==> src/rtl/prio_slot_pkg.sv <==
// Shared constants, op-codes, FSM state type and slot format for the priority slot writer.
// No logic of its own; purely declarations used by the slot writer and its search sub-module.
// No flow control here; handshake behaviour lives in prio_slot_writer.
package prio_slot_pkg;

  localparam int NUM_SLOTS = 6;
  localparam int SLOT_W    = 8;
  localparam int ID_W      = 4;
  localparam int PRIO_W    = 4;
  localparam int IDX_W     = 3;
  localparam logic [PRIO_W-1:0] PRIO_MAX = 4'd15;

  typedef enum logic [1:0] {
    OP_INSERT = 2'b00,
    OP_UPDATE = 2'b01,
    OP_REMOVE = 2'b10,
    OP_RSVD   = 2'b11
  } op_e;

  typedef enum logic [1:0] {
    ST_IDLE   = 2'd0,
    ST_SEARCH = 2'd1,
    ST_COMMIT = 2'd2
  } state_e;

  typedef struct packed {
    logic [PRIO_W-1:0] prio;
    logic [ID_W-1:0]   id;
  } slot_t;

  // Priority increment that sticks at PRIO_MAX.
  function automatic logic [PRIO_W-1:0] prio_sat_inc(input logic [PRIO_W-1:0] p);
    return (p == PRIO_MAX) ? p : p + 4'd1;
  endfunction

endpackage

==> src/rtl/prio_slot_writer_if.sv <==
// Request, retire and slot-table status signals of the priority slot writer.
// Pure wiring, no latency.
// req_valid/req_ready handshake; done strobe and status outputs have no backpressure.
interface prio_slot_writer_if;
  import prio_slot_pkg::*;

  logic                        req_valid;
  logic                        req_ready;
  logic [1:0]                  req_op;
  logic [ID_W-1:0]             req_id;
  logic [PRIO_W-1:0]           req_prio;
  logic                        done_valid;
  logic [ID_W-1:0]             done_id;
  logic [NUM_SLOTS*SLOT_W-1:0] slot_bus;
  logic [2:0]                  count;
  logic                        full;
  logic                        err;

  modport master (
    output req_valid, req_op, req_id, req_prio, done_valid, done_id,
    input  req_ready, slot_bus, count, full, err
  );

  modport slave (
    input  req_valid, req_op, req_id, req_prio, done_valid, done_id,
    output req_ready, slot_bus, count, full, err
  );

endinterface

==> src/rtl/slot_match.sv <==
// Finds the slot holding a given id and the lowest-index empty slot.
// Purely combinational, zero latency.
// No handshake; results are sampled by the caller when it needs them.
module slot_match
  import prio_slot_pkg::*;
(
  input  logic [NUM_SLOTS*SLOT_W-1:0] slots_i,
  input  logic [ID_W-1:0]             id_i,
  output logic                        match_vld_o,
  output logic [IDX_W-1:0]            match_idx_o,
  output logic                        free_vld_o,
  output logic [IDX_W-1:0]            free_idx_o
);

  // Scan high to low so the lowest matching / free index wins.
  always_comb begin
    match_vld_o = 1'b0;
    match_idx_o = '0;
    free_vld_o  = 1'b0;
    free_idx_o  = '0;
    for (int k = NUM_SLOTS - 1; k >= 0; k--) begin
      if (id_i != '0 && slots_i[k*SLOT_W +: ID_W] == id_i) begin
        match_vld_o = 1'b1;
        match_idx_o = IDX_W'(k);
      end
      if (slots_i[k*SLOT_W +: SLOT_W] == '0) begin
        free_vld_o = 1'b1;
        free_idx_o = IDX_W'(k);
      end
    end
  end

endmodule

==> src/rtl/prio_slot_writer.sv <==
// Six-entry {prio,id} slot table with insert/update/remove requests and retire clears; optional aging (PRIO_AGING_EN).
// Accept-to-visible latency 3 cycles (IDLE accept, SEARCH, COMMIT); err pulses the cycle after a rejected COMMIT.
// req_ready only in IDLE, so one request in flight; done_valid is never backpressured and acts in any state.
module prio_slot_writer
  import prio_slot_pkg::*;
#(
  parameter int AGE_PERIOD = 64
) (
  input  logic                clk,
  input  logic                rst_n,
  prio_slot_writer_if.slave   bus
);

  if (AGE_PERIOD < 2 || AGE_PERIOD > 65535) begin : g_bad_age_period
    $error("AGE_PERIOD must be in 2..65535");
  end

  state_e                      state_q, state_d;
  op_e                         op_q;
  logic [ID_W-1:0]             id_q;
  logic [PRIO_W-1:0]           prio_q;
  logic                        match_vld_q, free_vld_q;
  logic [IDX_W-1:0]            match_idx_q, free_idx_q;
  logic                        srch_match_vld, srch_free_vld;
  logic [IDX_W-1:0]            srch_match_idx, srch_free_idx;
  logic [SLOT_W-1:0]           slot_q [NUM_SLOTS];
  logic [SLOT_W-1:0]           slot_d [NUM_SLOTS];
  logic [NUM_SLOTS*SLOT_W-1:0] slots_flat;
  logic [NUM_SLOTS-1:0]        done_hit;
  logic                        ready, accept;
  logic                        wr_en, reject, tgt_live;
  logic [IDX_W-1:0]            wr_idx;
  logic [SLOT_W-1:0]           wr_val;
  logic                        err_q;
  logic [2:0]                  cnt;
  logic                        age_tick;

  assign ready  = (state_q == ST_IDLE);
  assign accept = bus.req_valid && ready;

  // Flatten the slot registers onto the sorter-facing bus.
  always_comb begin
    slots_flat = '0;
    for (int k = 0; k < NUM_SLOTS; k++) begin
      slots_flat[k*SLOT_W +: SLOT_W] = slot_q[k];
    end
  end

  slot_match u_slot_match (
    .slots_i     (slots_flat),
    .id_i        (id_q),
    .match_vld_o (srch_match_vld),
    .match_idx_o (srch_match_idx),
    .free_vld_o  (srch_free_vld),
    .free_idx_o  (srch_free_idx)
  );

  // Retire strobe hits whichever occupied slot carries done_id; id 0 never matches.
  always_comb begin
    done_hit = '0;
    for (int k = 0; k < NUM_SLOTS; k++) begin
      done_hit[k] = bus.done_valid && (bus.done_id != '0) &&
                    (slot_q[k][ID_W-1:0] == bus.done_id);
    end
  end

`ifdef PRIO_AGING_EN
  logic [15:0] age_cnt_q;

  assign age_tick = (age_cnt_q == 16'(AGE_PERIOD - 1));

  // Free-running aging period counter, restarted from zero by reset.
  always_ff @(posedge clk or negedge rst_n) begin
    if (!rst_n) age_cnt_q <= '0;
    else        age_cnt_q <= age_tick ? '0 : age_cnt_q + 16'd1;
  end
`else
  assign age_tick = 1'b0;
`endif

  // FSM next state: one request walks IDLE -> SEARCH -> COMMIT.
  always_comb begin
    state_d = state_q;
    case (state_q)
      ST_IDLE:   if (accept) state_d = ST_SEARCH;
      ST_SEARCH: state_d = ST_COMMIT;
      ST_COMMIT: state_d = ST_IDLE;
      default:   state_d = ST_IDLE;
    endcase
  end

  // FSM state register.
  always_ff @(posedge clk or negedge rst_n) begin
    if (!rst_n) state_q <= ST_IDLE;
    else        state_q <= state_d;
  end

  // Capture the request on acceptance.
  always_ff @(posedge clk or negedge rst_n) begin
    if (!rst_n) begin
      op_q   <= OP_INSERT;
      id_q   <= '0;
      prio_q <= '0;
    end else if (accept) begin
      op_q   <= op_e'(bus.req_op);
      id_q   <= bus.req_id;
      prio_q <= bus.req_prio;
    end
  end

  // Register the search result so COMMIT works from a stable snapshot.
  always_ff @(posedge clk or negedge rst_n) begin
    if (!rst_n) begin
      match_vld_q <= 1'b0;
      match_idx_q <= '0;
      free_vld_q  <= 1'b0;
      free_idx_q  <= '0;
    end else if (state_q == ST_SEARCH) begin
      match_vld_q <= srch_match_vld;
      match_idx_q <= srch_match_idx;
      free_vld_q  <= srch_free_vld;
      free_idx_q  <= srch_free_idx;
    end
  end

  // COMMIT decode: choose the slot write or reject. An update whose target
  // was retired since SEARCH (or is retired this cycle) is dropped with err;
  // a remove of a target already gone is harmless and not an error.
  always_comb begin
    wr_en    = 1'b0;
    wr_idx   = free_idx_q;
    wr_val   = {prio_q, id_q};
    reject   = 1'b0;
    tgt_live = 1'b0;
    for (int k = 0; k < NUM_SLOTS; k++) begin
      if (match_idx_q == IDX_W'(k) && slot_q[k][ID_W-1:0] == id_q && !done_hit[k]) begin
        tgt_live = 1'b1;
      end
    end
    if (state_q == ST_COMMIT) begin
      case (op_q)
        OP_INSERT: begin
          if (!free_vld_q || match_vld_q || id_q == '0 || prio_q == '0) begin
            reject = 1'b1;
          end else begin
            wr_en  = 1'b1;
            wr_idx = free_idx_q;
          end
        end
        OP_UPDATE: begin
          if (!match_vld_q || prio_q == '0 || !tgt_live) begin
            reject = 1'b1;
          end else begin
            wr_en  = 1'b1;
            wr_idx = match_idx_q;
          end
        end
        OP_REMOVE: begin
          if (!match_vld_q) begin
            reject = 1'b1;
          end else begin
            wr_en  = 1'b1;
            wr_idx = match_idx_q;
            wr_val = '0;
          end
        end
        default: reject = 1'b1;
      endcase
    end
  end

  // Slot next value: retire clear beats COMMIT write beats aging beats hold.
  always_comb begin
    for (int k = 0; k < NUM_SLOTS; k++) begin
      slot_d[k] = slot_q[k];
      if (age_tick && slot_q[k] != '0) begin
        slot_d[k] = {prio_sat_inc(slot_q[k][SLOT_W-1:ID_W]), slot_q[k][ID_W-1:0]};
      end
      if (wr_en && wr_idx == IDX_W'(k)) slot_d[k] = wr_val;
      if (done_hit[k])                  slot_d[k] = '0;
    end
  end

  // Slot registers.
  always_ff @(posedge clk or negedge rst_n) begin
    if (!rst_n) begin
      for (int k = 0; k < NUM_SLOTS; k++) slot_q[k] <= '0;
    end else begin
      for (int k = 0; k < NUM_SLOTS; k++) slot_q[k] <= slot_d[k];
    end
  end

  // Error pulse for the cycle following a rejected COMMIT.
  always_ff @(posedge clk or negedge rst_n) begin
    if (!rst_n) err_q <= 1'b0;
    else        err_q <= reject;
  end

  // Occupancy straight from the slot registers.
  always_comb begin
    cnt = '0;
    for (int k = 0; k < NUM_SLOTS; k++) begin
      if (slot_q[k] != '0) cnt = cnt + 3'd1;
    end
  end

  assign bus.req_ready = ready;
  assign bus.slot_bus  = slots_flat;
  assign bus.count     = cnt;
  assign bus.full      = (cnt == 3'(NUM_SLOTS));
  assign bus.err       = err_q;

endmodule

==> src/flat_wrapper.sv <==
// flat-port wrapper written by rule: the top's interface ports become plain ports
module prio_slot_writer_flat import prio_slot_pkg::*;
#(
  parameter int AGE_PERIOD = 64
)
  (clk, rst_n, bus_req_valid, bus_req_op, bus_req_id, bus_req_prio, bus_done_valid, bus_done_id, bus_req_ready, bus_slot_bus, bus_count, bus_full, bus_err);
  prio_slot_writer_if bus_i ();
  input  logic clk;
  input  logic rst_n;
  input wire logic [$bits(bus_i.req_valid)-1:0] bus_req_valid;
  input wire logic [$bits(bus_i.req_op)-1:0] bus_req_op;
  input wire logic [$bits(bus_i.req_id)-1:0] bus_req_id;
  input wire logic [$bits(bus_i.req_prio)-1:0] bus_req_prio;
  input wire logic [$bits(bus_i.done_valid)-1:0] bus_done_valid;
  input wire logic [$bits(bus_i.done_id)-1:0] bus_done_id;
  output wire logic [$bits(bus_i.req_ready)-1:0] bus_req_ready;
  output wire logic [$bits(bus_i.slot_bus)-1:0] bus_slot_bus;
  output wire logic [$bits(bus_i.count)-1:0] bus_count;
  output wire logic [$bits(bus_i.full)-1:0] bus_full;
  output wire logic [$bits(bus_i.err)-1:0] bus_err;
  assign bus_i.req_valid = bus_req_valid;
  assign bus_i.req_op = bus_req_op;
  assign bus_i.req_id = bus_req_id;
  assign bus_i.req_prio = bus_req_prio;
  assign bus_i.done_valid = bus_done_valid;
  assign bus_i.done_id = bus_done_id;
  assign bus_req_ready = bus_i.req_ready;
  assign bus_slot_bus = bus_i.slot_bus;
  assign bus_count = bus_i.count;
  assign bus_full = bus_i.full;
  assign bus_err = bus_i.err;
  prio_slot_writer #(.AGE_PERIOD(AGE_PERIOD)) u_core (.clk(clk), .rst_n(rst_n), .bus(bus_i));
endmodule
==> config.mk <==
export PLATFORM = sky130hd
export DESIGN_NAME = prio_slot_writer_flat
export DESIGN_NICKNAME = d
export VERILOG_FILES = /design/src/rtl/prio_slot_pkg.sv /design/src/rtl/prio_slot_writer_if.sv /design/src/rtl/slot_match.sv /design/src/rtl/prio_slot_writer.sv /design/src/flat_wrapper.sv
export SDC_FILE = /design/constraint.sdc
export NUM_CORES = 1
export LEC_CHECK = 0
export ABC_AREA = 1
export ABC_CLOCK_PERIOD_IN_PS = 3100
export CORE_AREA = 2 2 104 106
export CTS_BUF_LIST = sky130_fd_sc_hd__clkbuf_4 sky130_fd_sc_hd__clkbuf_8
export DETAILED_ROUTE_END_ITERATION = 7
export DIE_AREA = 0 0 106 108
export PLACE_DENSITY = 0.7
export SYNTH_ARGS = -nofsm -noshare
export SYNTH_HDL_FRONTEND = slang
export SYNTH_SLANG_ARGS = --single-unit
==> constraint.sdc <==
create_clock -name clk -period 3.1 [get_ports clk]
set_input_delay 0.465 -clock clk [delete_from_list [all_inputs] [get_ports clk]]
set_output_delay 0.465 -clock clk [all_outputs]
set_load 0.02 [all_outputs]
=== Word level (Yosys, flattened, before mapping) ===
Cells that the tools add are included.

* Logic and storage cells: 187
* Output and inout port bits: 54
* Bits of input ports: 18
* Bits in registers: 69

* Mux-type cells: 67
* Reductions and logical operators: 72
* Equal/unequal tests: 28
* Add/sub/neg operators: 5

{| class="wikitable"
|+ Operator list
! operator !! number
|-
| $mux W8 || 15
|-
| $mux W3 || 20
|-
| $eq A4 B4 Y1 || 12
|-
| $logic_not A8 Y1 || 6
|-
| $reduce_bool A8 Y1 || 6
|-
| $logic_and A1 B1 Y1 || 32
|-
| $mux W1 || 27
|-
| $eq A3 B3 Y1 const B || 5
|-
| $add A3 B1 Y3 const B || 4
|-
| $eq A3 B2 Y1 const B || 4
|-
| $reduce_bool A2 Y1 || 6
|-
| $logic_not A1 Y1 || 9
|-
| $logic_not A4 Y1 || 2
|-
| $reduce_bool A4 Y1 || 2
|-
| $eq A3 B1 Y1 const B || 2
|-
| $logic_not A3 Y1 || 2
|-
| $pmux W1 S3 || 2
|-
| $pmux W3 S2 || 1
|-
| $logic_or A1 B1 Y1 || 5
|-
| $eq A2 B1 Y1 const B || 2
|-
| $eq A2 B2 Y1 const B || 2
|-
| $logic_not A2 Y1 || 2
|-
| $pmux W2 S2 || 1
|-
| $add A1 B1 Y2 const B || 1
|-
| 2 further kinds || 2
|}

=== Depth between registers and ports, before layout ===
* Depth after elaboration: 20
* Depth in mapped cells: 22
* Gate-level depth less buffers: 21

=== Modules after synthesis ===
A second synthesis with hierarchy kept.

* Cells, all modules: 776
* Area total of the unflattened synthesis: 5232.5 µm²

{| class="wikitable"
|+ Modules (own cells, without submodules)
! module !! cells an instance !! seq. area each (µm²) !! times used !! area an instance (µm²)
|-
| prio_slot_writer || 627 || 1726.7 || 1 || 4448.0
|-
| slot_match || 149 || 0.0 || 1 || 784.5
|}

=== Least setup slack after synthesis ===
No wires, ideal clock.

* Path kind: reg-to-output
* From: register u_core.slot_q (netlist bit u_core.bus.slot_bus[9])
* To: output port bus_full
* Slack: -0.837 ns
* Buffers on the path: 0
* Stages on the path, launching flop included: 18
* Required time: 2.635 ns
* Arrival: 3.472 ns
* Cell sequence: dfrtp_1 nor4_1 nand2_1 inv_1 ha_1 xnor2_1 ha_1 nand2_1 nand2_1 ha_1 nor2_1 a31oi_1 ha_1 nand2_1 xor2_1 xor2_1 nand2_1 nor2_1

* Cells in the longest elaborated chain, start to end: 11

{| class="wikitable"
|+ RTL lines
! what !! line !! RTL
|-
| from (decl) || prio_slot_writer.sv:26 || <nowiki>logic [SLOT_W-1:0] slot_q [NUM_SLOTS];</nowiki>
|-
| $reduce_bool A8 Y1 (*) || -- ||
|-
| $mux W3 (*) || prio_slot_writer.sv:203 || <nowiki>if (slot_q[k] != '0) cnt = cnt + 3'd1;</nowiki>
|-
| $add A3 B1 Y3 || prio_slot_writer.sv:203 ||
|-
| $mux W3 (*) || prio_slot_writer.sv:203 ||
|-
| $add A3 B1 Y3 || prio_slot_writer.sv:203 ||
|-
| $mux W3 (*) || prio_slot_writer.sv:203 ||
|-
| $add A3 B1 Y3 || prio_slot_writer.sv:203 ||
|-
| $mux W3 (*) || prio_slot_writer.sv:203 ||
|-
| $add A3 B1 Y3 || prio_slot_writer.sv:203 ||
|-
| $mux W3 (*) || prio_slot_writer.sv:203 ||
|-
| via bus_count[2] || flat_wrapper.sv:18 || <nowiki>output wire logic [$bits(bus_i.count)-1:0] bus_count;</nowiki>
|-
| $eq A3 B3 Y1 (*) || prio_slot_writer.sv:210 || <nowiki>assign bus.full = (cnt == 3'(NUM_SLOTS));</nowiki>
|-
| to (decl) || flat_wrapper.sv:19 || <nowiki>output wire logic [$bits(bus_i.full)-1:0] bus_full;</nowiki>
|}

The timed path passes the listed nets; every way through them passes the cells marked *.

=== Worst setup path after layout ===
* From: register u_core.slot_q (netlist bit u_core.bus.slot_bus[8])
* To: output port bus_full

* Cells in the longest elaborated chain, start to end: 11

{| class="wikitable"
|+ RTL lines
! what !! line
|-
| $reduce_bool A8 Y1 (*) || --
|-
| $mux W3 (*) || prio_slot_writer.sv:203
|-
| $add A3 B1 Y3 || prio_slot_writer.sv:203
|-
| $mux W3 (*) || prio_slot_writer.sv:203
|-
| $add A3 B1 Y3 || prio_slot_writer.sv:203
|-
| $mux W3 (*) || prio_slot_writer.sv:203
|-
| $add A3 B1 Y3 || prio_slot_writer.sv:203
|-
| $mux W3 (*) || prio_slot_writer.sv:203
|-
| $add A3 B1 Y3 || prio_slot_writer.sv:203
|-
| $mux W3 (*) || prio_slot_writer.sv:203
|-
| $eq A3 B3 Y1 (*) || prio_slot_writer.sv:210
|}

Every way passes the cells marked *; elsewhere a longest branch is shown, timed or not.

==> impl_metrics.ini <==
[sta]
slew_violations = 0
tightest_slew_ps = 797
fin_skew_ps = 9.93
max_freq_ghz = 0.257
period_share_pct = 126
hold_viol = 0
grt_setup_unrepaired = true
relSlewSlack_pct = 46.7
fin_hold_ws_ps = 104
final-setup-viol-count = 4
period_minus_slack_ps = 3890
fin_ws_ps = -792

[global_route]
antenna_found_initial = 0
grt_pass1_wl_mm = 22.9
grt_pass1_vias = 4664
grt_max_degree = 27
grt.total_usage_pct = 25.7
grt.overflow.total = 0

[cts]
cts_hold_buffers = 0
cts-root-buf = clkbuf_8
cts_made_buffers = 9
clk_path_buf_depth = 2
clock_sinks = 69
tritoncts = built
htreeDepth = 3
clkSlewWorstSetupHoldPaths_ps = 70
clk_latency_ps = 360

[finish]
nNetsFinal = 805
utilization_pct = 63.5
area_delta_synth_final_pct = 44.0
diodes = 0
drive_above_1_share_pct = 24.2

[synth]
synthArstFlopShare_pct = 100
synth_seq_area_share_pct = 38.2
synthCells = 614
synthFlopType = dfrtp_1
syn-num-nets = 641
synth_cell_types = 35
synth_edf_count = 0
netlist_area_um2 = 4510
yosys_warnings = 0
syn_area_per_cell_um2 = 7.35
synth_seq_cells = 69

[job]
cap_violations = 0

[setup_path]
critPathMaxFanout = 2
cp.arrival_ps = 3430
end_kind = primary output
r2r_cells = 21
required_ps = 2630
cp-start-kind = flip-flop
worstSetupPathType = reg2out

[pwr]
powerDensity_nw_per_um2 = 1260
p_leak_nw = 3.36
vdd_drop_max_v = 0.00196

[place]
place.gp.congestion = 0.920
post-dp-hpwl_mm = 10.7
io_buffer_count = 71

[die]
die-area_um2 = 11400
core_area_um2 = 10200
initial_utilization_pct = 44.1
num_io_pins = 72
die_h_um = 108
die_w_um = 106
rows = 37

[route]
drt-wirelength-per-cell_um = 15.5
drt_wl_total_mm = 14.2
dr.pass1.iters = 7
remaining_drc_errors = 0
routed_via_density = 5.16
vias = 4737
antenna_left = 0
drt-initial-drc-count = 346

[outcome]
violations = negative setup slack
status = finished with violations

[worst_hold_path]
hold_class = in2async
## state kept, by name, summed over array words and instances, names as in the netlist
signal	cells
u_core.state_q	2
u_core.id_q	4
u_core.free_idx_q	3
u_core.match_idx_q	3
u_core.prio_q	4
u_core.free_vld_q	1
u_core.op_q	2
u_core.match_vld_q	1
u_core.bus.slot_bus	48
u_core.bus.err	1
## report_power, final
part           internal [W]  switching (W)
registers           0.00109       0.000192
clock network      0.000478       0.000348
logic               0.00302        0.00304
total               0.00459        0.00358
## area by class of cell
type                    count  area [um^2]
clock inverters             4         72.6
fillers                   918         3730
clock buffers              11          145
flip-flops and latches     69         1730
inverters                  62          233
repair buffers            169         1460
well taps                 136          170
multi-input cells         467         2690
## per-stage QoR
| stage | std cells | instance area [um^2] | TNS, ps | worst slack, ps | total power [W] |
|---|---|---|---|---|---|
| after CTS | 918 | 6360 | -2390 | -915 | 0.00699 |
| final | 918 | 6500 | -2030 | -792 | 0.00817 |
| after global placement | 900 | 6080 | -2370 | -869 | 0.00545 |
| after floorplan | 614 | 4570 | -781 | -539 | 0.00360 |
| after detailed placement | 900 | 6080 | -2990 | -1070 | 0.00567 |
| after global routing | 918 | 6500 | -2720 | -988 | 0.00867 |
## worst paths after layout
kind / to / startpoint / slack (ps)
max: bus_full / u_core.bus.slot_bus[8] / -790
min: u_core.prio_q[1] / rst_n / 100
max reg2reg: u_core.bus.slot_bus[13] / u_core.id_q[2] / 330
min reg2reg: u_core.free_idx_q[0] / u_core.free_idx_q[0] / 500
max in group asynchronous: u_core.bus.slot_bus[28] / rst_n / 2230
min in group clk: u_core.free_idx_q[0] / u_core.free_idx_q[0] / 500
## layout by cell type (no fill, tap or decap), types with 3 or more instances in the layout
cell	count
inv_1	51
buf_4	96
nor2_4	6
nand2_2	10
or4_1	3
nand3_2	7
nand2_4	7
dfrtp_2	4
inv_2	11
nand4_1	21
nor2_2	3
buf_6	5
clkdlybuf4s50_1	66
xnor2_1	7
nor2_1	56
nand2_1	177
clkbuf_8	10
xor2_1	18
o21ai_0	21
nor4_2	4
nand3_1	90
ha_1	5
dfrtp_1	65
ha_4	4
## cell usage after synthesis (4+ instances only)
cell type | count | share of area [%]
buf_4 | 8 | 1.3
clkbuf_1 | 5 | 0.42
dfrtp_1 | 69 | 38
ha_1 | 9 | 2.5
inv_1 | 53 | 4.4
inv_2 | 9 | 0.75
nand2_1 | 182 | 15
nand2_2 | 8 | 1.1
nand2_4 | 4 | 1.0
nand3_1 | 90 | 10
nand3_2 | 7 | 1.6
nand4_1 | 21 | 2.9
nor2_1 | 58 | 4.8
nor2_4 | 4 | 1.0
nor4_1 | 6 | 0.83
o21ai_0 | 22 | 2.4
xnor2_1 | 9 | 1.7
xor2_1 | 22 | 4.3
## what timing repair did
action                                  CTS  global route
endpoints found under the hold margin     0             0
gates resized for setup                  30            21
endpoints found under the setup margin    4             4
pin swaps                                 9            12
setup buffers                             5             0
## metal layers
metal	wire, um	vias up	track usage, %
met1	6160	2245	32.9
met3	789	29	5.00
li1	-	2318	-
met2	6840	145	42.8
met4	440	0	11.3
met5	0	-	0
## worst max-delay path: stages, from the launching register on
cell and delay (ps):
dfrtp_2 410, nor4_2 280, nand2_1 120, inv_2 90
ha_4 220, xnor2_4 200, ha_4 240, nand2_4 70
nand2_4 50, ha_4 260, nor2_4 40, a31oi_4 170
ha_4 170, nand2_4 50, xor2_2 200, xor2_2 180
nand2_2 90, nor2_4 110, buf_6 120
## cells by family after synthesis
group | after synthesis | share of synthesized area [%]
XOR/XNOR | 31 | 6.01
buffers and inverters | 78 | 7.18
AO/OA/AOI/OAI | 32 | 4.24
flip-flops | 69 | 38.2
adder cells (fa/ha/maj) | 9 | 2.49
AND/OR/NAND/NOR | 395 | 41.8
No activity file was read; power rests on OpenSTA's default activity.
